### src/rtl/cluster_frame_scheduler_pkg.sv
// Shared constants, header layout, frame record and helpers for the cluster frame scheduler.
package cluster_frame_scheduler_pkg;

  localparam int MXCLUSTERS = 8;
  localparam int MXCLBITS   = 14;
  localparam int MXCNTBITS  = 11;
  localparam int BXMAX      = 3563;
  localparam int BXBITS     = 12;
  localparam int NSBITS     = 4;
  localparam int IDXBITS    = $clog2(MXCLUSTERS);

  localparam int HDR_OVF_BIT   = 13;
  localparam int HDR_NSENT_LSB = 9;
  localparam int HDR_BX_BITS   = 9;

  typedef enum logic [1:0] {
    ST_IDLE = 2'd0,
    ST_HDR  = 2'd1,
    ST_CLU  = 2'd2
  } state_t;

  typedef struct packed {
    logic [BXBITS-1:0]              bx;
    logic                           overflow;
    logic [NSBITS-1:0]              nsent;
    logic [MXCLUSTERS*MXCLBITS-1:0] clusters;
  } frame_t;

  function automatic logic [NSBITS-1:0] clamp_nsent(input logic [MXCNTBITS-1:0] c);
    if (c > MXCNTBITS'(MXCLUSTERS)) return NSBITS'(MXCLUSTERS);
    return c[NSBITS-1:0];
  endfunction

  function automatic logic [MXCLBITS-1:0] make_header(
    input logic                   ovf,
    input logic [NSBITS-1:0]      nsent,
    input logic [HDR_BX_BITS-1:0] bx9
  );
    logic [MXCLBITS-1:0] h;
    h = '0;
    h[HDR_OVF_BIT]                 = ovf;
    h[HDR_NSENT_LSB +: NSBITS]     = nsent;
    h[HDR_BX_BITS-1:0]             = bx9;
    return h;
  endfunction

endpackage

### src/rtl/cluster_frame_scheduler_if.sv
// Output link: a word moves when link_valid && link_ready on a clock edge; while valid is high and
// ready is low the source holds link_data/link_frame stable and keeps valid asserted.
interface cluster_frame_scheduler_if;
  import cluster_frame_scheduler_pkg::*;

  logic [MXCLBITS-1:0] link_data;
  logic                link_valid;
  logic                link_frame;
  logic                link_ready;

  modport master (output link_data, output link_valid, output link_frame, input link_ready);
  modport slave  (input link_data, input link_valid, input link_frame, output link_ready);
endinterface

### src/rtl/cluster_frame_scheduler_buffer.sv
// Two-slot ping-pong frame store: in-order write/read pointers, occupancy flags and a read-word mux.
module cluster_frame_scheduler_buffer
  import cluster_frame_scheduler_pkg::*;
(
  input  logic                clk,
  input  logic                rst_n,
  input  logic                wr_req,
  input  frame_t              wr_frame,
  input  logic                rel,
  input  logic                rd_hdr,
  input  logic [IDXBITS-1:0]  rd_idx,
  output logic                wr_accept,
  output logic                head_valid_next,
  output logic [NSBITS-1:0]   rd_nsent,
  output logic [MXCLBITS-1:0] rd_word
);

  frame_t     slot_q [2];
  logic [1:0] occ_q;
  logic [1:0] occ_next;
  logic       wr_ptr;
  logic       rd_ptr;
  logic       rd_ptr_next;
  frame_t     head;
  logic [MXCLUSTERS-1:0][MXCLBITS-1:0] head_words;

  // With both slots full the pointers coincide, so a same-cycle release frees exactly the write slot.
  assign wr_accept = wr_req && (!occ_q[wr_ptr] || (rel && (rd_ptr == wr_ptr)));

  always_comb begin
    occ_next = occ_q;
    if (rel)       occ_next[rd_ptr] = 1'b0;
    if (wr_accept) occ_next[wr_ptr] = 1'b1;
  end

  assign rd_ptr_next     = rel ? ~rd_ptr : rd_ptr;
  assign head_valid_next = occ_next[rd_ptr_next];

  always_ff @(posedge clk or negedge rst_n) begin
    if (!rst_n) begin
      slot_q[0] <= '0;
      slot_q[1] <= '0;
      occ_q     <= '0;
      wr_ptr    <= 1'b0;
      rd_ptr    <= 1'b0;
    end else begin
      if (wr_accept) begin
        slot_q[wr_ptr] <= wr_frame;
        wr_ptr         <= ~wr_ptr;
      end
      occ_q  <= occ_next;
      rd_ptr <= rd_ptr_next;
    end
  end

  assign head       = slot_q[rd_ptr];
  assign head_words = head.clusters;
  assign rd_nsent   = head.nsent;

  always_comb begin
    rd_word = head_words[rd_idx];
    if (rd_hdr) rd_word = make_header(head.overflow, head.nsent, head.bx[HDR_BX_BITS-1:0]);
  end

endmodule

### src/rtl/cluster_frame_scheduler.sv
// Per-BX readout scheduler: snapshots clusters into a 2-deep store and serialises header + cluster
// words onto the output link, dropping and counting BXs that find the store full.
module cluster_frame_scheduler
  import cluster_frame_scheduler_pkg::*;
(
  input  logic                           clock4x,
  input  logic                           reset_n,
  input  logic                           bc0,
  input  logic                           bx_strobe,
  input  logic [MXCNTBITS-1:0]           cnt,
  input  logic                           overflow,
  input  logic [MXCLUSTERS*MXCLBITS-1:0] clusters_in,
  cluster_frame_scheduler_if.master      link,
  output logic                           drop,
  output logic [15:0]                    drop_cnt,
  output state_t                         state_dbg
);

  logic [1:0]          rst_sync;
  logic                rst_n;
  logic [BXBITS-1:0]   bx_q;
  logic [BXBITS-1:0]   bx_next;
  frame_t              wr_frame;
  logic                wr_accept;
  logic                head_valid_next;
  logic [NSBITS-1:0]   rd_nsent;
  logic [MXCLBITS-1:0] rd_word;
  state_t              state;
  logic [IDXBITS-1:0]  idx;
  logic                valid_q;
  logic                frame_q;
  logic                accept;
  logic                last_word;
  logic                rel;

  // Reset asserts immediately but releases only after two clean clock edges.
  always_ff @(posedge clock4x or negedge reset_n) begin
    if (!reset_n) rst_sync <= 2'b00;
    else          rst_sync <= {rst_sync[0], 1'b1};
  end
  assign rst_n = rst_sync[1];

  // The frame is stamped with the BX number this strobe moves the counter to.
  assign bx_next = (bc0 || (bx_q == BXBITS'(BXMAX))) ? '0 : bx_q + 1'b1;

  always_ff @(posedge clock4x or negedge rst_n) begin
    if (!rst_n)         bx_q <= '0;
    else if (bx_strobe) bx_q <= bx_next;
  end

  always_comb begin
    wr_frame          = '0;
    wr_frame.bx       = bx_next;
    wr_frame.overflow = overflow;
    wr_frame.nsent    = clamp_nsent(cnt);
    wr_frame.clusters = clusters_in;
  end

  assign accept    = valid_q && link.link_ready;
  assign last_word = (NSBITS'(idx) + NSBITS'(1)) == rd_nsent;
  assign rel       = accept && (((state == ST_HDR) && (rd_nsent == '0)) ||
                                ((state == ST_CLU) && last_word));

  cluster_frame_scheduler_buffer u_buffer (
    .clk             (clock4x),
    .rst_n           (rst_n),
    .wr_req          (bx_strobe),
    .wr_frame        (wr_frame),
    .rel             (rel),
    .rd_hdr          (state == ST_HDR),
    .rd_idx          (idx),
    .wr_accept       (wr_accept),
    .head_valid_next (head_valid_next),
    .rd_nsent        (rd_nsent),
    .rd_word         (rd_word)
  );

  // head_valid_next already includes a capture on this edge, giving the one-cycle header latency.
  always_ff @(posedge clock4x or negedge rst_n) begin
    if (!rst_n) begin
      state   <= ST_IDLE;
      idx     <= '0;
      valid_q <= 1'b0;
      frame_q <= 1'b0;
    end else begin
      case (state)
        ST_IDLE: begin
          if (head_valid_next) begin
            state   <= ST_HDR;
            valid_q <= 1'b1;
            frame_q <= 1'b1;
          end
        end
        ST_HDR: begin
          if (accept) begin
            if (rd_nsent != '0) begin
              state   <= ST_CLU;
              idx     <= '0;
              frame_q <= 1'b0;
            end else if (!head_valid_next) begin
              state   <= ST_IDLE;
              valid_q <= 1'b0;
              frame_q <= 1'b0;
            end
          end
        end
        ST_CLU: begin
          if (accept) begin
            if (!last_word) begin
              idx <= idx + 1'b1;
            end else if (head_valid_next) begin
              state   <= ST_HDR;
              frame_q <= 1'b1;
            end else begin
              state   <= ST_IDLE;
              valid_q <= 1'b0;
            end
          end
        end
        default: begin
          state   <= ST_IDLE;
          valid_q <= 1'b0;
          frame_q <= 1'b0;
        end
      endcase
    end
  end

  always_ff @(posedge clock4x or negedge rst_n) begin
    if (!rst_n) begin
      drop     <= 1'b0;
      drop_cnt <= '0;
    end else begin
      drop <= bx_strobe && !wr_accept;
      if (bx_strobe && !wr_accept && (drop_cnt != 16'hFFFF)) drop_cnt <= drop_cnt + 1'b1;
    end
  end

  assign link.link_valid = valid_q;
  assign link.link_frame = frame_q;
  assign link.link_data  = valid_q ? rd_word : '0;
  assign state_dbg       = state;

endmodule
### src/flat_wrapper.sv
// flat-port wrapper written by rule: the top's interface ports become plain ports
module cluster_frame_scheduler_flat import cluster_frame_scheduler_pkg::*;
  (clock4x, reset_n, bc0, bx_strobe, cnt, overflow, clusters_in, drop, drop_cnt, state_dbg, link_link_data, link_link_valid, link_link_frame, link_link_ready);
  cluster_frame_scheduler_if link_i ();
  input  logic clock4x;
  input  logic reset_n;
  input  logic bc0;
  input  logic bx_strobe;
  input  logic [MXCNTBITS-1:0] cnt;
  input  logic overflow;
  input  logic [MXCLUSTERS*MXCLBITS-1:0] clusters_in;
  output logic drop;
  output logic [15:0] drop_cnt;
  output state_t state_dbg;
  output wire logic [$bits(link_i.link_data)-1:0] link_link_data;
  output wire logic [$bits(link_i.link_valid)-1:0] link_link_valid;
  output wire logic [$bits(link_i.link_frame)-1:0] link_link_frame;
  input wire logic [$bits(link_i.link_ready)-1:0] link_link_ready;
  assign link_link_data = link_i.link_data;
  assign link_link_valid = link_i.link_valid;
  assign link_link_frame = link_i.link_frame;
  assign link_i.link_ready = link_link_ready;
  cluster_frame_scheduler u_core (.clock4x(clock4x), .reset_n(reset_n), .bc0(bc0), .bx_strobe(bx_strobe), .cnt(cnt), .overflow(overflow), .clusters_in(clusters_in), .link(link_i), .drop(drop), .drop_cnt(drop_cnt), .state_dbg(state_dbg));
endmodule
### config.mk
export PLATFORM = sky130hd
export DESIGN_NAME = cluster_frame_scheduler_flat
export DESIGN_NICKNAME = d
export VERILOG_FILES = /design/src/rtl/cluster_frame_scheduler_pkg.sv /design/src/rtl/cluster_frame_scheduler_if.sv /design/src/rtl/cluster_frame_scheduler_buffer.sv /design/src/rtl/cluster_frame_scheduler.sv /design/src/flat_wrapper.sv
export SDC_FILE = /design/constraint.sdc
export NUM_CORES = 1
export LEC_CHECK = 0
export ABC_AREA = 1
export BUFFER_PORTS_ARGS = -buffer_cell sky130_fd_sc_hd__buf_2
export CORE_UTILIZATION = 46
export DETAILED_ROUTE_END_ITERATION = 16
export PLACE_DENSITY_LB_ADDON = 0.3
export SLEW_MARGIN = 40
export SYNTH_ARGS = -nofsm -noshare
export SYNTH_HDL_FRONTEND = slang
export SYNTH_SLANG_ARGS = --single-unit
### constraint.sdc
create_clock -name clock4x -period 9.6 [get_ports clock4x]
set_input_delay 0.48 -clock clock4x [delete_from_list [all_inputs] [get_ports clock4x]]
set_output_delay 0.48 -clock clock4x [all_outputs]
set_load 0.1 [all_outputs]
Word-level counts from Yosys, hierarchy flattened --
Index checks and enable logic that the tools add are counted.
Storage, ports and cells: register bits 300, input bits 129, output and inout bits 35, word-level logic and storage cells 130
Cells by class: add/sub/neg operators 4, order comparisons 10, eq/ne operators 14, multiplexer cells 52, bitwise logic cells 7, reduce and logical (&&, ||, !) cells 24
Operators with widths (number):
- $mux 126 | 3
- $bwmux 258 | 1
- $demux 129 s1 | 1
- $mux 129 | 1
- $bmux 14 s3 | 1
- $mux 14 | 3
- $mux 1 | 21
- $add 16x1->16 const B | 1
- $mux 2 | 8
- $ne 16x16->1 const B | 1
- $reduce_and 5->1 | 3
- $add 12x1->12 const B | 1
- $eq 12x12->1 const B | 1
- $mux 12 | 1
- $mux 3 | 4
- $gt 11x4->1 const B | 1
- $logic_and 1x1->1 | 11
- $ne 2x1->1 const B | 5
- $mux 4 | 2
- $lt 1x2->1 const B | 3
- $pmux 1 s3 | 2
- $pmux 2 s3 | 1
- $pmux 3 s2 | 1
- $add 3x1->4 const B | 1
- other kinds (24) | 33

Depth between registers and ports, before layout --
depth after elaboration 18, mapped depth 18, depth with buffers taken out 18

Modules after synthesis --
From an unflattened synthesis, not the netlist that was laid out.
Second synthesis, totals: cell total of the unflattened synthesis 2052, area total of the unflattened synthesis 15308.4 µm²
Modules (own cells, without submodules):
- cluster_frame_scheduler_buffer | instances 1, cells an instance 1672, area each 12669.7 µm², sequential area each 6406.1 µm²
- cluster_frame_scheduler | instances 1, cells an instance 380, area each 2638.8 µm², sequential area each 950.9 µm²

Worst setup path after synthesis --
OpenSTA, ideal clock, no wires.
kind flip-flop to output port, start register u_core.state[1], in the netlist u_core.state_dbg[1], end output port link_link_data[4], arrival 2609 ps, data required time 9120 ps, path slack 6511 ps, stages on the path, launching flop included 9, buffers on the path 1, cell sequence dfrtp_1 inv_1 ha_1 clkinv_1 clkbuf_1 a21oi_1 o21ai_0 nand3_1 inv_1
On the way: word-level cells in the longest chain between the ends 3
Ends and longest elaborated chain:
- from (decl) | RTL line cluster_frame_scheduler.sv:28 | state_t state;
- from (signal assigned) | RTL line cluster_frame_scheduler.sv:81 | state <= ST_IDLE;
- from (signal assigned) | RTL line cluster_frame_scheduler.sv:89 | state <= ST_HDR;
- from (signal assigned) | RTL line cluster_frame_scheduler.sv:97 | state <= ST_CLU;
- $eq 2x1->1 | RTL line cluster_frame_scheduler.sv:70 | .rd_hdr (state == ST_HDR),
- $mux 14 | RTL line cluster_frame_scheduler_buffer.sv:62 | if (rd_hdr) rd_word = make_header(head.overflow, head.nsent, head.bx[HDR_BX_BITS-1:0]);
- $mux 14 | RTL line cluster_frame_scheduler.sv:141 | assign link.link_data = valid_q ? rd_word : '0;
- to (decl) | RTL line flat_wrapper.sv:15 | output wire logic [$bits(link_i.link_data)-1:0] link_link_data;
No other way between the ends.

Worst setup path in the final report --
start register u_core.idx[2], end register u_core.u_buffer.slot_q[243] (netlist bit)
On the way: word-level cells in the longest chain between the ends 8
Ends and longest elaborated chain:
- from (decl) | RTL line cluster_frame_scheduler.sv:29 | logic [IDXBITS-1:0] idx;
- from (signal assigned) | RTL line cluster_frame_scheduler.sv:110 | idx <= idx + 1'b1;
- $add 3x1->4 | RTL line cluster_frame_scheduler.sv:60 | assign last_word = (NSBITS'(idx) + NSBITS'(1)) == rd_nsent;
- $eq 4x4->1 | RTL line cluster_frame_scheduler.sv:60
- $logic_and 1x1->1 | RTL line cluster_frame_scheduler.sv:62 | ((state == ST_CLU) && last_word));
- $logic_or 1x1->1 | RTL line cluster_frame_scheduler.sv:61 | assign rel = accept && (((state == ST_HDR) && (rd_nsent == '0)) ||
- $logic_and 1x1->1 | RTL line cluster_frame_scheduler.sv:61
- $logic_and 1x1->1 | RTL line cluster_frame_scheduler_buffer.sv:28 | assign wr_accept = wr_req && (!occ_q[wr_ptr] || (rel && (rd_ptr == wr_ptr)));
- $logic_or 1x1->1 | RTL line cluster_frame_scheduler_buffer.sv:28
- $logic_and 1x1->1 | RTL line cluster_frame_scheduler_buffer.sv:28
- to (signal, indexed assignment) | RTL line cluster_frame_scheduler_buffer.sv:48 | slot_q[wr_ptr] <= wr_frame;
- to (decl) | RTL line cluster_frame_scheduler_buffer.sv:18 | frame_t slot_q [2];
No other way between the ends. A chain may end at the register's enable or synchronous reset.

==> results.json <==
{
  "power.density_nw_per_um2": 348,
  "critPathMaxStageDelay_ns": 0.83,
  "drc_errors": 0,
  "critical_path.endpoint": "u_core.u_buffer.slot_q[243]",
  "skew_ns": 0.0115,
  "cp-startpoint": "u_core.idx[2]",
  "path_clk_slew_ns": 0.06,
  "grt_usage_pct": 25.2,
  "max_slew_margin_pct": 45.6,
  "start_util_pct": 46.6,
  "syn2layout_area_growth_pct": 13.8,
  "status": "finished clean",
  "clk_latency_ns": 0.56,
  "synth_fp_nets": 1955,
  "finalSetupTns_ns": 0,
  "drtIter0Drc": 1091,
  "tritoncts.num_buffers": 31,
  "row_count": 64,
  "hp-start": "clusters_in[2]",
  "min_period_ns": 4.58,
  "tritoncts": "yes",
  "viasPerCell": 5.28,
  "coreArea_um2": 30600,
  "r2r-start": "u_core.idx[2]",
  "nets": 2054,
  "synth_edf_count": 0,
  "cp_top_family": "buffers and inverters",
  "finalHoldViolations": 0,
  "worstPathMaxFanout": 116,
  "drive_gt1_share_pct": 12.7,
  "cts_sinks": 294,
  "hpwl_um": 26400,
  "grt_antenna_before_repair": 0,
  "synthSimpleGateAreaFrac_pct": 22.3,
  "firstDrtPassIters": 6,
  "ys.flop_type": "dfrtp_1",
  "synth_top_family_by_area": "simple AND/OR/NAND/NOR gates",
  "final_common_cell": "nand2_1",
  "die_height_um": 178,
  "ys_warn_count": 0,
  "hp-class": "in2reg",
  "root_buffer": "clkbuf_16",
  "htree_levels": 1,
  "ctsResizeCount": 0,
  "cp.arrival_ns": 5.06,
  "rsz0062_at_grt": "no",
  "synthArstFlopShare_pct": 100,
  "setup_viol": 0,
  "portBuffers": 163,
  "post-route-period-util_pct": 47.7,
  "grt_pass1_vias": 11580,
  "syn_area_um2": 14300,
  "die-area_um2": 31700,
  "synth-compound-area-share_pct": 14.5,
  "final_cell_mix": "nand2_1, dfrtp_1, inv_1",
  "cpMostUsedCell": "nand2_1",
  "gr-total-overflow": 0,
  "synth-adder-area-share_pct": 0.614,
  "cp_num_cells": 15,
  "worstSetupStartpointType": "flip-flop",
  "ant_nets": 0,
  "synth.top_cell.area_share_pct": 51.6,
  "criticalPathCategory": "reg2reg",
  "synth-seq-cells": 294,
  "p_leak_nw": 8.21,
  "synthMuxAreaShare_pct": 0,
  "crit_chain": "inv_1, nand2_1, nand2_1, nand2_1, nand2_1, nor2_1, nand3_1, nand2_1, nand3_2, nand2_4, nand3_4, inv_8, buf_4, nand2_1, o21ai_1",
  "critPathBufInv": 3,
  "postCtsSetupRepairBufs": 0,
  "num_vias": 12344,
  "slew_violations": 0,
  "fmax_mhz": 218,
  "grt_max_degree": 130,
  "syn_area_per_cell_um2": 7.84,
  "cp.required_ns": 10.08,
  "synth_top_cell_by_area": "dfrtp_1",
  "grt_pass1_wl_um": 62100,
  "synth_cells": 1819,
  "gp_congestion": 0.884,
  "ff2ff_path_depth": 15,
  "clk_path_buf_depth": 3,
  "ys_types": 38,
  "worstMarginPinSlew_ns": 0.816,
  "n_antenna_cell": 0,
  "r2r-end": "u_core.u_buffer.slot_q[243]",
  "cp-end-kind": "flip-flop",
  "synth-xor-area-share_pct": 1.17,
  "detail_route.wirelength_um": 39500,
  "ys_seq_area_share_pct": 51.6,
  "wl_per_cell_um": 16.9,
  "die_width_um": 178,
  "cap_violations": 0,
  "rrSetupSlack_ns": 5.02,
  "postLayoutCoreUtil_pct": 53.1,
  "cp_slowest_cell": "dfrtp_1",
  "num_io_pins": 164,
  "vdd_drop_max_uv": 327,
  "synth_area_leaders": "dfrtp_1, nand2_1, o21ai_0"
}
==> per-stage QoR <==
stage / std cells / power (mW) / instance area (µm²) / hold slack, ns / worst slack, ns
floorplan: 1819 / 3.82 / 14300 / 0.184 / 0.800
global placement: 2277 / 4.29 / 15000 / 0.265 / 4.33
detailed placement: 2280 / 4.36 / 15100 / 0.249 / 5.03
CTS: 2336 / 5.67 / 16200 / 0.112 / 4.98
global route: 2336 / 6.04 / 16200 / 0.123 / 4.61
finish: 2336 / 5.65 / 16200 / 0.129 / 5.02
==> how the worst min path moves through the flow <==
| stage | cells past startpoint | endpoint |
|---|---|---|
| floorplan | 0 | u_core.rst_sync[0] |
| global placement | 1 | u_core.rst_sync[0] |
| detailed placement | 0 | u_core.u_buffer.slot_q[31] |
| CTS | 3 | u_core.u_buffer.slot_q[20] |
| global route | 3 | u_core.u_buffer.slot_q[20] |
| finish | 3 | u_core.u_buffer.slot_q[131] |
==> synthesized netlist by cell type, types with 2 or more instances <==
master,instances
nand4_1,5
dfrtp_1,294
buf_1,15
nor2_1,28
o21ai_0,149
o21ai_1,125
nand2_1,583
buf_2,19
nor4_1,5
ha_1,7
buf_6,19
o211ai_1,2
xnor2_1,7
xor2_1,12
nand3_4,2
nand3_1,132
nor2_2,3
clkbuf_1,41
a21oi_1,129
inv_1,195
nor3_1,11
buf_4,16
inv_2,5
==> worst min-delay path, cell delays in order <==
cell     delay [ns]
buf_2          0.09
nand2_1        0.05
nand2_1        0.04
==> cells by family after synthesis <==
group | count (synthesis)
fa+ha+maj | 7
simple gates | 776
xor+xnor | 19
compound gates | 410
flops | 294
buf+inv | 312
other cells | 1
==> registers in the layout (all words and copies together) (netlist names) <==
name                    flops
u_core.u_buffer.slot_q    252
u_core.drop_cnt            16
u_core.bx_q                12
u_core.idx                  3
u_core.rst_sync             2
u_core.state_dbg            2
u_core.u_buffer.occ_q       2
u_core.drop                 1
u_core.link.link_frame      1
u_core.link.link_valid      1
u_core.u_buffer.rd_ptr      1
u_core.u_buffer.wr_ptr      1
==> power by group <==
| part | leakage [nW] | switching (mW) | internal (mW) | total (mW) |
|---|---|---|---|---|
| Combinational | 3.98 | 1.71 | 0.638 | 2.34 |
| Clock | 0.546 | 0.491 | 0.798 | 1.29 |
| Sequential | 3.69 | 0.256 | 1.76 | 2.02 |
==> final cells by class <==
class                           instances  area (µm²)
Clock inverter                          9         170
Inverter                              202         773
Timing Repair Buffer                  176         985
Multi-Input combinational cell       1213        5510
Fill cell                            2937       14400
Clock buffer                           46         932
Tap cell                              396         495
Sequential cell                       294        7370
==> repair_timing <==
action | 4_1_cts | 5_1_grt
hold buffers | 1 | 0
endpoints found under the hold margin | 2 | 0
setup endpoints to repair | 0 | 0
==> layer usage <==
| layer | global-route usage (%) | vias to the layer above | share of wire (%) |
|---|---|---|---|
| met1 | 34.1 | 5857 | 43 |
| met4 | 8.87 | 0 | 3.4 |
| met2 | 40.7 | 422 | 47 |
| met5 | 0 | - | 0 |
| li1 | - | 5994 | - |
| met3 | 4.45 | 71 | 6.9 |
No activity file was read; power rests on OpenSTA's default activity.
